<file path="config.mk">
export PLATFORM = sky130hd
export DESIGN_NAME = uart_mem_loader
export DESIGN_NICKNAME = d
export VERILOG_FILES = /design/src/rtl/uart_mem_loader_pkg.sv /design/src/rtl/uart_mem_loader_rx.sv /design/src/rtl/uart_mem_loader.sv
export SDC_FILE = /design/constraint.sdc
export NUM_CORES = 1
export LEC_CHECK = 0
export CORE_MARGIN = 3
export CORE_UTILIZATION = 30
export CTS_CLUSTER_SIZE = 25
export DETAILED_ROUTE_END_ITERATION = 6
export HOLD_SLACK_MARGIN = 0.12
export PLACE_DENSITY = 0.52
export SYNTH_ARGS = -nofsm -noshare
export SYNTH_HDL_FRONTEND = slang
export SYNTH_SLANG_ARGS = --single-unit
</file>
<file path="constraint.sdc">
create_clock -name clk -period 1.8 [get_ports clk]
set_input_delay 0.27 -clock clk [delete_from_list [all_inputs] [get_ports clk]]
set_output_delay 0.27 -clock clk [all_outputs]
set_load 0.01 [all_outputs]
</file>
<file path="src/rtl/uart_mem_loader_pkg.sv">
// Shared command/response codes, FSM encodings and word-assembly helpers
// for the UART memory loader.
package uart_mem_loader_pkg;

  localparam logic [7:0] CMD_WRITE = 8'h57;
  localparam logic [7:0] CMD_READ  = 8'h52;
  localparam logic [7:0] CMD_GO    = 8'h47;
  localparam logic [7:0] RSP_ACK   = 8'h06;
  localparam logic [7:0] RSP_NAK   = 8'h15;

  typedef enum logic [2:0] {
    S_IDLE   = 3'd0,
    S_ADDR   = 3'd1,
    S_DATA   = 3'd2,
    S_WRITE  = 3'd3,
    S_READ   = 3'd4,
    S_RDWAIT = 3'd5,
    S_SEND   = 3'd6,
    S_RESP   = 3'd7
  } state_t;

  typedef enum logic [1:0] {
    RX_IDLE  = 2'd0,
    RX_START = 2'd1,
    RX_DATA  = 2'd2,
    RX_STOP  = 2'd3
  } rx_state_t;

  // Little-endian assembly: each new byte lands in the top lane.
  function automatic logic [31:0] shift_in_byte(input logic [31:0] word, input logic [7:0] b);
    return {b, word[31:8]};
  endfunction

  function automatic logic [31:0] word_align(input logic [31:0] addr);
    return {addr[31:2], 2'b00};
  endfunction

endpackage

</file>
<file path="src/rtl/uart_mem_loader_rx.sv">
// Serial receiver for the loader: input synchronizer, mid-bit sampler and
// stop-bit check; emits each good byte with a one-cycle valid.
module uart_loader_rx
  import uart_mem_loader_pkg::*;
#(
  parameter int DIV = 8
) (
  input  logic       clk,
  input  logic       rst,
  input  logic       uart_rx,
  output logic [7:0] data,
  output logic       valid
);

  localparam int CW = $clog2(DIV);
  localparam logic [CW-1:0] DIV_M1  = CW'(DIV - 1);
  localparam logic [CW-1:0] HALF_M1 = CW'(DIV / 2 - 1);

  rx_state_t       state_r;
  rx_state_t       state_nx_s;
  logic            sync1_r;
  logic            sync2_r;
  logic            prev_r;
  logic [CW-1:0]   cnt_r;
  logic [2:0]      bit_r;
  logic [7:0]      shift_r;
  logic [7:0]      data_r;
  logic            valid_r;
  logic            fall_s;
  logic            tick_s;
  logic            frame_ok_s;

  // Two-flop synchronizer plus edge-detect history
  always_ff @(posedge clk) begin
    if (rst) begin
      sync1_r <= 1'b1;
      sync2_r <= 1'b1;
      prev_r  <= 1'b1;
    end else begin
      sync1_r <= uart_rx;
      sync2_r <= sync1_r;
      prev_r  <= sync2_r;
    end
  end

  // Receiver state register
  always_ff @(posedge clk) begin
    if (rst) begin
      state_r <= RX_IDLE;
    end else begin
      state_r <= state_nx_s;
    end
  end

  // Sample-point decode for the current state
  always_comb begin
    fall_s     = prev_r & ~sync2_r;
    tick_s     = 1'b0;
    frame_ok_s = 1'b0;
    case (state_r)
      RX_START: tick_s = (cnt_r == HALF_M1);
      RX_DATA:  tick_s = (cnt_r == DIV_M1);
      RX_STOP: begin
        tick_s     = (cnt_r == DIV_M1);
        frame_ok_s = (cnt_r == DIV_M1) && sync2_r;
      end
      default:  tick_s = 1'b0;
    endcase
  end

  // Receiver next-state logic
  always_comb begin
    state_nx_s = state_r;
    case (state_r)
      RX_IDLE: begin
        if (fall_s) state_nx_s = RX_START;
        else        state_nx_s = RX_IDLE;
      end
      RX_START: begin
        if (tick_s) state_nx_s = sync2_r ? RX_IDLE : RX_DATA;
        else        state_nx_s = RX_START;
      end
      RX_DATA: begin
        if (tick_s && (bit_r == 3'd7)) state_nx_s = RX_STOP;
        else                           state_nx_s = RX_DATA;
      end
      RX_STOP: begin
        if (tick_s) state_nx_s = RX_IDLE;
        else        state_nx_s = RX_STOP;
      end
      default: state_nx_s = RX_IDLE;
    endcase
  end

  // Bit timing, shift register and byte output
  always_ff @(posedge clk) begin
    if (rst) begin
      cnt_r   <= '0;
      bit_r   <= 3'd0;
      shift_r <= 8'h00;
      data_r  <= 8'h00;
      valid_r <= 1'b0;
    end else begin
      valid_r <= frame_ok_s;
      if (frame_ok_s) data_r <= shift_r;
      if (state_r == RX_IDLE || tick_s) cnt_r <= '0;
      else                              cnt_r <= cnt_r + CW'(1);
      if (state_r == RX_START) bit_r <= 3'd0;
      if (state_r == RX_DATA && tick_s) begin
        shift_r <= {sync2_r, shift_r[7:1]};
        bit_r   <= bit_r + 3'd1;
      end
    end
  end

  assign data  = data_r;
  assign valid = valid_r;

endmodule

</file>
<file path="src/rtl/uart_mem_loader.sv">
// Host-driven memory loader: UART command protocol (W/R/G) that writes and
// reads a word-wide RAM while holding the CPU in reset until 'G'.
module uart_mem_loader
  import uart_mem_loader_pkg::*;
#(
  parameter int CLOCK_RATE = 24_000_000,
  parameter int BAUD_RATE  = 115200
) (
  input  logic        clk,
  input  logic        rst,
  input  logic        uart_rx,
  output logic        uart_tx,
  output logic        cpu_hold,
  output logic        mem_write,
  output logic [3:0]  mem_wmask,
  output logic [31:0] mem_wdata,
  output logic [31:0] mem_addr,
  input  logic [31:0] mem_rdata
);

  localparam int DIV = CLOCK_RATE / BAUD_RATE;
  localparam int CW  = $clog2(DIV);
  localparam logic [CW-1:0] DIV_M1 = CW'(DIV - 1);

  logic [7:0]    rx_data_s;
  logic          rx_valid_s;
  logic          hold_valid_r;
  logic [7:0]    hold_data_r;

  state_t        state_r;
  state_t        state_nx_s;
  logic [1:0]    cnt_r;
  logic          is_write_r;
  logic          allowed_r;
  logic [31:0]   addr_r;
  logic [31:0]   data_r;
  logic [31:0]   rd_word_r;
  logic [7:0]    resp_r;
  logic          cpu_hold_r;
  logic          mem_write_r;
  logic [3:0]    mem_wmask_r;
  logic [31:0]   mem_wdata_r;
  logic [31:0]   mem_addr_r;

  logic          consume_s;
  logic          last_s;
  logic          tx_start_s;
  logic [7:0]    tx_byte_s;
  logic          tx_ready_s;
  logic          tx_load_s;
  logic [31:0]   addr_nx_s;
  logic [31:0]   data_nx_s;

  logic          tx_busy_r;
  logic          uart_tx_r;
  logic [8:0]    tx_shift_r;
  logic [3:0]    tx_bit_r;
  logic [CW-1:0] tx_cnt_r;

  uart_loader_rx #(.DIV(DIV)) u_rx (
    .clk     (clk),
    .rst     (rst),
    .uart_rx (uart_rx),
    .data    (rx_data_s),
    .valid   (rx_valid_s)
  );

  // One-byte holding register; a newer byte overwrites an unconsumed one
  always_ff @(posedge clk) begin
    if (rst) begin
      hold_valid_r <= 1'b0;
      hold_data_r  <= 8'h00;
    end else if (rx_valid_s) begin
      hold_valid_r <= 1'b1;
      hold_data_r  <= rx_data_s;
    end else if (consume_s) begin
      hold_valid_r <= 1'b0;
    end
  end

  // Command FSM state register
  always_ff @(posedge clk) begin
    if (rst) begin
      state_r <= S_IDLE;
    end else begin
      state_r <= state_nx_s;
    end
  end

  // Command FSM next-state logic
  always_comb begin
    state_nx_s = state_r;
    case (state_r)
      S_IDLE: begin
        if (consume_s) begin
          if (hold_data_r == CMD_WRITE || hold_data_r == CMD_READ) state_nx_s = S_ADDR;
          else                                                    state_nx_s = S_RESP;
        end else begin
          state_nx_s = S_IDLE;
        end
      end
      S_ADDR: begin
        if (consume_s && last_s) begin
          if (is_write_r)     state_nx_s = S_DATA;
          else if (allowed_r) state_nx_s = S_READ;
          else                state_nx_s = S_RESP;
        end else begin
          state_nx_s = S_ADDR;
        end
      end
      S_DATA: begin
        if (consume_s && last_s) state_nx_s = allowed_r ? S_WRITE : S_RESP;
        else                     state_nx_s = S_DATA;
      end
      S_WRITE:  state_nx_s = S_RESP;
      S_READ:   state_nx_s = S_RDWAIT;
      S_RDWAIT: state_nx_s = S_SEND;
      S_SEND: begin
        if (tx_ready_s && last_s) state_nx_s = S_IDLE;
        else                      state_nx_s = S_SEND;
      end
      S_RESP: begin
        if (tx_ready_s) state_nx_s = S_IDLE;
        else            state_nx_s = S_RESP;
      end
      default: state_nx_s = S_IDLE;
    endcase
  end

  // Command FSM outputs: byte consumption and transmit requests
  always_comb begin
    consume_s  = 1'b0;
    tx_start_s = 1'b0;
    tx_byte_s  = 8'h00;
    last_s     = (cnt_r == 2'd3);
    addr_nx_s  = shift_in_byte(addr_r, hold_data_r);
    data_nx_s  = shift_in_byte(data_r, hold_data_r);
    case (state_r)
      S_IDLE, S_ADDR, S_DATA: consume_s = hold_valid_r;
      S_SEND: begin
        tx_start_s = 1'b1;
        tx_byte_s  = rd_word_r[7:0];
      end
      S_RESP: begin
        tx_start_s = 1'b1;
        tx_byte_s  = resp_r;
      end
      default: consume_s = 1'b0;
    endcase
  end

  // Command datapath, CPU hold and registered memory-port outputs
  always_ff @(posedge clk) begin
    if (rst) begin
      cnt_r       <= 2'd0;
      is_write_r  <= 1'b0;
      allowed_r   <= 1'b0;
      addr_r      <= 32'h0000_0000;
      data_r      <= 32'h0000_0000;
      rd_word_r   <= 32'h0000_0000;
      resp_r      <= 8'h00;
      cpu_hold_r  <= 1'b1;
      mem_write_r <= 1'b0;
      mem_wmask_r <= 4'h0;
      mem_wdata_r <= 32'h0000_0000;
      mem_addr_r  <= 32'h0000_0000;
    end else begin
      mem_write_r <= (state_nx_s == S_WRITE);
      mem_wmask_r <= {4{state_nx_s == S_WRITE}};
      case (state_r)
        S_IDLE: begin
          if (consume_s) begin
            cnt_r      <= 2'd0;
            is_write_r <= (hold_data_r == CMD_WRITE);
            allowed_r  <= cpu_hold_r;
            if (hold_data_r == CMD_GO) begin
              cpu_hold_r <= 1'b0;
              resp_r     <= RSP_ACK;
            end else begin
              resp_r     <= RSP_NAK;
            end
          end
        end
        S_ADDR: begin
          if (consume_s) begin
            addr_r <= addr_nx_s;
            cnt_r  <= cnt_r + 2'd1;
            if (last_s && allowed_r) mem_addr_r <= word_align(addr_nx_s);
          end
        end
        S_DATA: begin
          if (consume_s) begin
            data_r <= data_nx_s;
            cnt_r  <= cnt_r + 2'd1;
            if (last_s && allowed_r) mem_wdata_r <= data_nx_s;
          end
        end
        S_WRITE:  resp_r <= RSP_ACK;
        S_RDWAIT: begin
          rd_word_r <= mem_rdata;
          cnt_r     <= 2'd0;
        end
        S_SEND: begin
          if (tx_load_s) begin
            rd_word_r <= {8'h00, rd_word_r[31:8]};
            cnt_r     <= cnt_r + 2'd1;
          end
        end
        default: cnt_r <= cnt_r;
      endcase
    end
  end

  // A new byte may start on the last stop-bit cycle so bytes run back to back
  assign tx_ready_s = !tx_busy_r || ((tx_cnt_r == DIV_M1) && (tx_bit_r == 4'd9));
  assign tx_load_s  = tx_start_s && tx_ready_s;

  // Transmitter: start, 8 data bits LSB first, stop, DIV cycles each
  always_ff @(posedge clk) begin
    if (rst) begin
      tx_busy_r  <= 1'b0;
      uart_tx_r  <= 1'b1;
      tx_shift_r <= 9'h1FF;
      tx_bit_r   <= 4'd0;
      tx_cnt_r   <= '0;
    end else if (tx_load_s) begin
      tx_busy_r  <= 1'b1;
      uart_tx_r  <= 1'b0;
      tx_shift_r <= {1'b1, tx_byte_s};
      tx_bit_r   <= 4'd0;
      tx_cnt_r   <= '0;
    end else if (tx_busy_r) begin
      if (tx_cnt_r == DIV_M1) begin
        tx_cnt_r <= '0;
        if (tx_bit_r == 4'd9) begin
          tx_busy_r <= 1'b0;
          uart_tx_r <= 1'b1;
        end else begin
          uart_tx_r  <= tx_shift_r[0];
          tx_shift_r <= {1'b1, tx_shift_r[8:1]};
          tx_bit_r   <= tx_bit_r + 4'd1;
        end
      end else begin
        tx_cnt_r <= tx_cnt_r + CW'(1);
      end
    end
  end

  assign uart_tx   = uart_tx_r;
  assign cpu_hold  = cpu_hold_r;
  assign mem_write = mem_write_r;
  assign mem_wmask = mem_wmask_r;
  assign mem_wdata = mem_wdata_r;
  assign mem_addr  = mem_addr_r;

endmodule

</file>
# After elaboration in Yosys (flattened, before gate mapping)

Cells that the tools add are included.

Register bits after elaboration: 240
Input port bits: 35
Output and inout bits: 71
Word-level logic and storage cells: 147

$add $sub $neg: 5
Equality and inequality tests: 24
Multiplexer cells: 47
Bitwise operators: 3
Reduce and logical (&&, ||, !) cells: 39

Operator list:

| operator                                             | count |
|---|---|
| one-hot mux 32 bit (2 select lines)                  | 1 |
| 2-to-1 mux 8 bit                                     | 6 |
| equality test 8 x 7 -> 1 bit (second input constant) | 4 |
| 2-to-1 mux 32 bit                                    | 1 |
| one-hot mux 8 bit (2 select lines)                   | 2 |
| 2-to-1 mux 3 bit                                     | 10 |
| one-hot mux 3 bit (8 select lines)                   | 1 |
| adder 8 x 1 -> 8 bit (second input constant)         | 2 |
| equality test 8 bit (second input constant)          | 2 |
| one-hot mux 2 bit (4 select lines)                   | 2 |
| equality test 3 bit (second input constant)          | 5 |
| 2-to-1 mux 1 bit                                     | 15 |
| AND reduction 3 bit                                  | 5 |
| 2-to-1 mux 2 bit                                     | 7 |
| AND reduction 2 bit                                  | 6 |
| nonzero test 2 bit                                   | 6 |
| OR reduction 2 bit                                   | 5 |
| equality test 3 x 2 -> 1 bit (second input constant) | 3 |
| logical AND 1 bit                                    | 8 |
| equality test 2 bit (second input constant)          | 3 |
| inequality test 2 bit (second input constant)        | 3 |
| 2-to-1 mux 5 bit                                     | 1 |
| adder 4 x 1 -> 4 bit (second input constant)         | 1 |
| equality test 4 bit (second input constant)          | 1 |
| 15 further kinds                                     | 18 |

# Depth between registers and ports, before layout

Depth after elaboration: 7
Gate-level depth with buffers: 8

# Modules after synthesis

A second synthesis with hierarchy kept.

Cell total of the unflattened synthesis: 1025
Area, all modules: 8632.0 µm²

By module, submodules not included:

| module          | times used | cells an instance | area an instance (µm²) | seq. area each (µm²) |
|---|---|---|---|---|
| uart_mem_loader | 1          | 880               | 7330.8                 | 3663.5 |
| uart_loader_rx  | 1          | 145               | 1301.2                 | 660.6 |

# Worst setup path after synthesis

No wires, ideal clock.

Path type: register to register
From: register tx_cnt_r[0]
To: register tx_shift_r[3]
Data arrival time: 1.548 ns
Data required time: 1.678 ns
Path slack: 0.131 ns
Cell stages (with the launch flop): 7
Buffers on the path: 1
Period minus slack after synthesis: 1.669 ns
Cells stage by stage: dfxtp_1 -> ha_1 -> nand4_1 -> o31ai_4 -> buf_6 -> a21boi_1 -> o32a_1

Cells in the longest elaborated chain, start to end: 6

RTL lines:

| element                                                                             | RTL line                                       | text |
|---|---|---|
| from (decl)                                                                         | uart_mem_loader.sv:58                          | `logic [CW-1:0] tx_cnt_r;` |
| from (signal assigned)                                                              | uart_mem_loader.sv:244                         | `tx_cnt_r <= tx_cnt_r + CW'(1);` |
| equality test 8 bit (*)                                                             | uart_mem_loader.sv:215, uart_mem_loader.sv:233 |  |
| logical AND 1 bit                                                                   | uart_mem_loader.sv:215                         | `assign tx_ready_s = !tx_busy_r \|\| ((tx_cnt_r == DIV_M1) && (tx_bit_r == 4'd9));` |
| logical OR 1 bit                                                                    | uart_mem_loader.sv:215                         |  |
| logical AND 1 bit                                                                   | uart_mem_loader.sv:216                         | `assign tx_load_s = tx_start_s && tx_ready_s;` |
| inequality test 2 bit (no source line) / nonzero test 2 bit (equally long branches) | -                                              |  |
| AND reduction 3 bit (no source line)                                                | -                                              |  |
| to (signal assigned)                                                                | uart_mem_loader.sv:229                         | `tx_shift_r <= {1'b1, tx_byte_s};` |
| to (signal assigned)                                                                | uart_mem_loader.sv:240                         | `tx_shift_r <= {1'b1, tx_shift_r[8:1]};` |
| to (decl)                                                                           | uart_mem_loader.sv:56                          | `logic [8:0] tx_shift_r;` |

Mark *: on every way between the ends. The rest lies on a longest branch, timed or not.
A chain may end at the register's enable or synchronous reset.

# Final worst setup path

From: register mem_wdata_r[31], in the netlist mem_wdata[31]
To: output mem_wdata[31]

RTL lines:

| element                | RTL line               | text |
|---|---|---|
| from (decl)            | uart_mem_loader.sv:42  | `logic [31:0] mem_wdata_r;` |
| from (signal assigned) | uart_mem_loader.sv:195 | `if (last_s && allowed_r) mem_wdata_r <= data_nx_s;` |
| to (decl)              | uart_mem_loader.sv:16  | `output logic [31:0] mem_wdata,` |

No word-level cell between the ends.

==> impl_metrics.env <==
export IMPL_grt_pass1_vias=7176
export IMPL_mappedNetlistArea_um2=8952
export IMPL_dieArea_um2=31950
export IMPL_hpwl_mm=14.77
export IMPL_synth_seq_cells=216
export IMPL_design_portCount=106
export IMPL_yosysUniqueCellTypes=67
export IMPL_reg2reg_slack_ns=0.10
export IMPL_die_width_um=178.7
export IMPL_comb_power_share_pct=2.2
export IMPL_status="completed"
export IMPL_crit_path_end_kind="primary output"
export IMPL_firstDrtPassIters=4
export IMPL_p_switching_mw=2.240
export IMPL_clk_latency_ns=0.53
export IMPL_synth_ff_type="dfxtp_1"
export IMPL_root_buffer="clkbuf_16"
export IMPL_relSlewSlack_pct=32.66
export IMPL_start_kind="flip-flop"
export IMPL_clock_fmax_ghz=0.5744
export IMPL_pwr_share_seq_pct=45.6
export IMPL_drt_wl_total_mm=22.76
export IMPL_drtIter0Drc=417
export IMPL_finalNetCount=1195
export IMPL_worstMarginPinSlew_ns=1.010
export IMPL_hold_ws_ns=0.1388
export IMPL_arrival_ns=1.47
export IMPL_max_cap_violations=0
export IMPL_cts_tree="yes"
export IMPL_clock_sinks=216
export IMPL_area_growth_synth_to_final_pct=31.99
export IMPL_crit_type="flip-flop to primary output"
export IMPL_synth_edf_count=0
export IMPL_setup_viol=0
export IMPL_clk_pin_slew_worst_paths_ns=0.06
export IMPL_max_stage_delay_ns=0.57
export IMPL_fillers=2948
export IMPL_numCtsBuffers=26
export IMPL_ys_seq_area_share_pct=48.30
export IMPL_swShare_pct=21.34
export IMPL_max_vdd_ir_drop_mv=0.5918
export IMPL_drc=0
export IMPL_fin_crit_sh_pct=96.72
export IMPL_avgSynthCellArea_um2=8.692
export IMPL_min_period_ns=1.741
export IMPL_pwr_share_clk_pct=52.2
export IMPL_wire_per_inst_um=14.62
export IMPL_postSynthCellCount=1030
export IMPL_fin_total_pwr_mw=10.49
export IMPL_drive_gt1_share_pct=13.90
export IMPL_synthArstFlopShare_pct=0
export IMPL_multi_input_area_um2=4299
export IMPL_rsz0062_at_grt="yes"
export IMPL_grt_pass1_wl_mm=37.01
export IMPL_intPower_mw=8.255
export IMPL_htree_num_levels=1
export IMPL_timing_critical_path_buf_inv=1
export IMPL_core_area_um2=29090
export IMPL_cp_data_required_time_ns=1.53
export IMPL_maxSlewViolCount=0
export IMPL_hold_viol_final=0
export IMPL_ant_nets=0
export IMPL_crit_fanout=2
export IMPL_place_congestion=0.8216
export IMPL_antenna_cells=0
export IMPL_ys_warnings_count=0
export IMPL_cp_cell_sequence="clkdlybuf4s50_1"
export IMPL_power_density_nw_per_um2=888.1
export IMPL_overflow=0
export IMPL_p_leak_nw=4.125
export IMPL_grtUsageTotal_pct=13.90
export IMPL_via_count=7431
export IMPL_seq_area_um2=4330
export IMPL_hold_path_class="input pin to flip-flop"
export IMPL_slowest_stage="clkdlybuf4s50_1"
export IMPL_critPathTopFamily="buffers and inverters"
export IMPL_antenna_found_initial=0
export IMPL_cts_buffer_depth=3
export IMPL_rows=62
export IMPL_io_buffers=103
export IMPL_die_height_um=178.7
export IMPL_start_util_pct=30.77
export IMPL_vias_per_cell=4.773
export IMPL_grt_max_degree=95
export IMPL_finClkSkew_ns=0.02535
export IMPL_tns_ns=0
export IMPL_holdBufCountCts=0
repair_timing:
| item | 4_1_cts | 5_1_grt |
|---|---|---|
| gates resized for setup | 9 | 29 |
| endpoints found under the hold margin | 0 | 0 |
| pin swaps | 1 | 4 |
| endpoints found under the setup margin | 15 | 132 |
| setup buffers | 1 | 3 |
| gates cloned | 1 | 1 |
path summary, 6_finish.rpt:
kind	startpoint	to	cells after the start
worst max-delay path	mem_wdata[31]	mem_wdata[31]	1
worst min-delay path	rst	tx_shift_r[2]	3
worst max register to register	tx_cnt_r[0]	tx_shift_r[0]	6
worst min register to register	u_rx.sync1_r	u_rx.sync2_r	1
cell type report:
type / instances / share of cell area, %
flip-flops and latches: 216 / 36.65
multi-input cells: 719 / 36.38
repair buffers: 181 / 14.90
clock buffers: 32 / 5.951
well taps: 384 / 4.066
clock inverters: 16 / 1.768
inverters: 9 / 0.2859
synth_stat cells (all sizes together), types with 10 or more instances:
cell    count  share of area, %
mux2i      83               9.3
nor2       59               2.5
clkbuf     49               2.1
a22o       10              0.98
a21oi     116               6.5
o21ai      18               1.0
nand3      36               2.0
a21o       26               2.2
nand2     233               9.8
buf        38               2.5
dfxtp     216                48
and3       10              0.70
power by group through the flow:
stage	combinational (mW)	sequential (mW)	clock, mW
final	0.226	4.79	5.48
after global routing	0.246	4.79	5.82
after CTS	0.227	4.79	5.64
after detailed placement	0.226	4.89	0
after global placement	0.227	4.89	0
after floorplan	0.107	4.89	0
stage by stage:
step / worst slack [ns] / util (%) / cells / instance area, µm²
after global placement: -0.009200 / 36.79 / 1503 / 10700
after global routing: -0.01467 / 40.62 / 1557 / 11820
final: 0.05905 / 40.62 / 1557 / 11820
after detailed placement: -0.008479 / 36.79 / 1503 / 10700
after CTS: -0.006561 / 40.17 / 1553 / 11690
after floorplan: 0.1305 / - / 1031 / 8956
layer usage:
metal / part of all wire (%) / GRT usage (%) / vias to the layer above
li1: - / - / 3787
met4: 1.6 / 2.955 / 0
met1: 51 / 20.38 / 3468
met3: 4.7 / 2.944 / 31
met2: 43 / 20.98 / 145
met5: 0 / 0 / -
placed cells by master (no fill, tap or decap), drive strengths merged, types with 8 or more instances in the layout:
| master | count |
|---|---|
| nand2 | 233 |
| dfxtp | 216 |
| a21oi | 116 |
| clkdlybuf4s50 | 101 |
| mux2i | 83 |
| buf | 78 |
| nor2 | 59 |
| nand3 | 36 |
| clkbuf | 33 |
| a21o | 26 |
| o21ai | 18 |
| a22o | 10 |
| and3 | 10 |
| inv | 10 |
| nand4 | 9 |
| xor2 | 8 |
| clkinv | 8 |
state kept, by name, summed over array words and instances, names as in the netlist, 2 cells and up:
signal        count
u_rx.cnt_r        8
cnt_r             2
u_rx.state_r      2
u_rx.bit_r        3
mem_wdata        32
rd_word_r        32
data_r           24
u_rx.data         8
tx_cnt_r          8
resp_r            3
u_rx.shift_r      8
tx_bit_r          4
addr_r           22
hold_data_r       8
mem_addr         30
state_r           3
tx_shift_r        8
cells by family (layout without fill, tap and decap cells):
logic type | Yosys count | count (layout) | share of synthesized area, %
compound gates | 210 | 210 | 14.54
xor+xnor | 15 | 15 | 1.468
fa+ha+maj | 7 | 7 | 0.9783
buf+inv | 96 | 238 | 4.920
flops | 216 | 216 | 48.30
mux | 84 | 84 | 9.406
other cells | 1 | 2 | 0.04189
simple gates | 401 | 401 | 20.35
(Power assumes the default switching activity.)
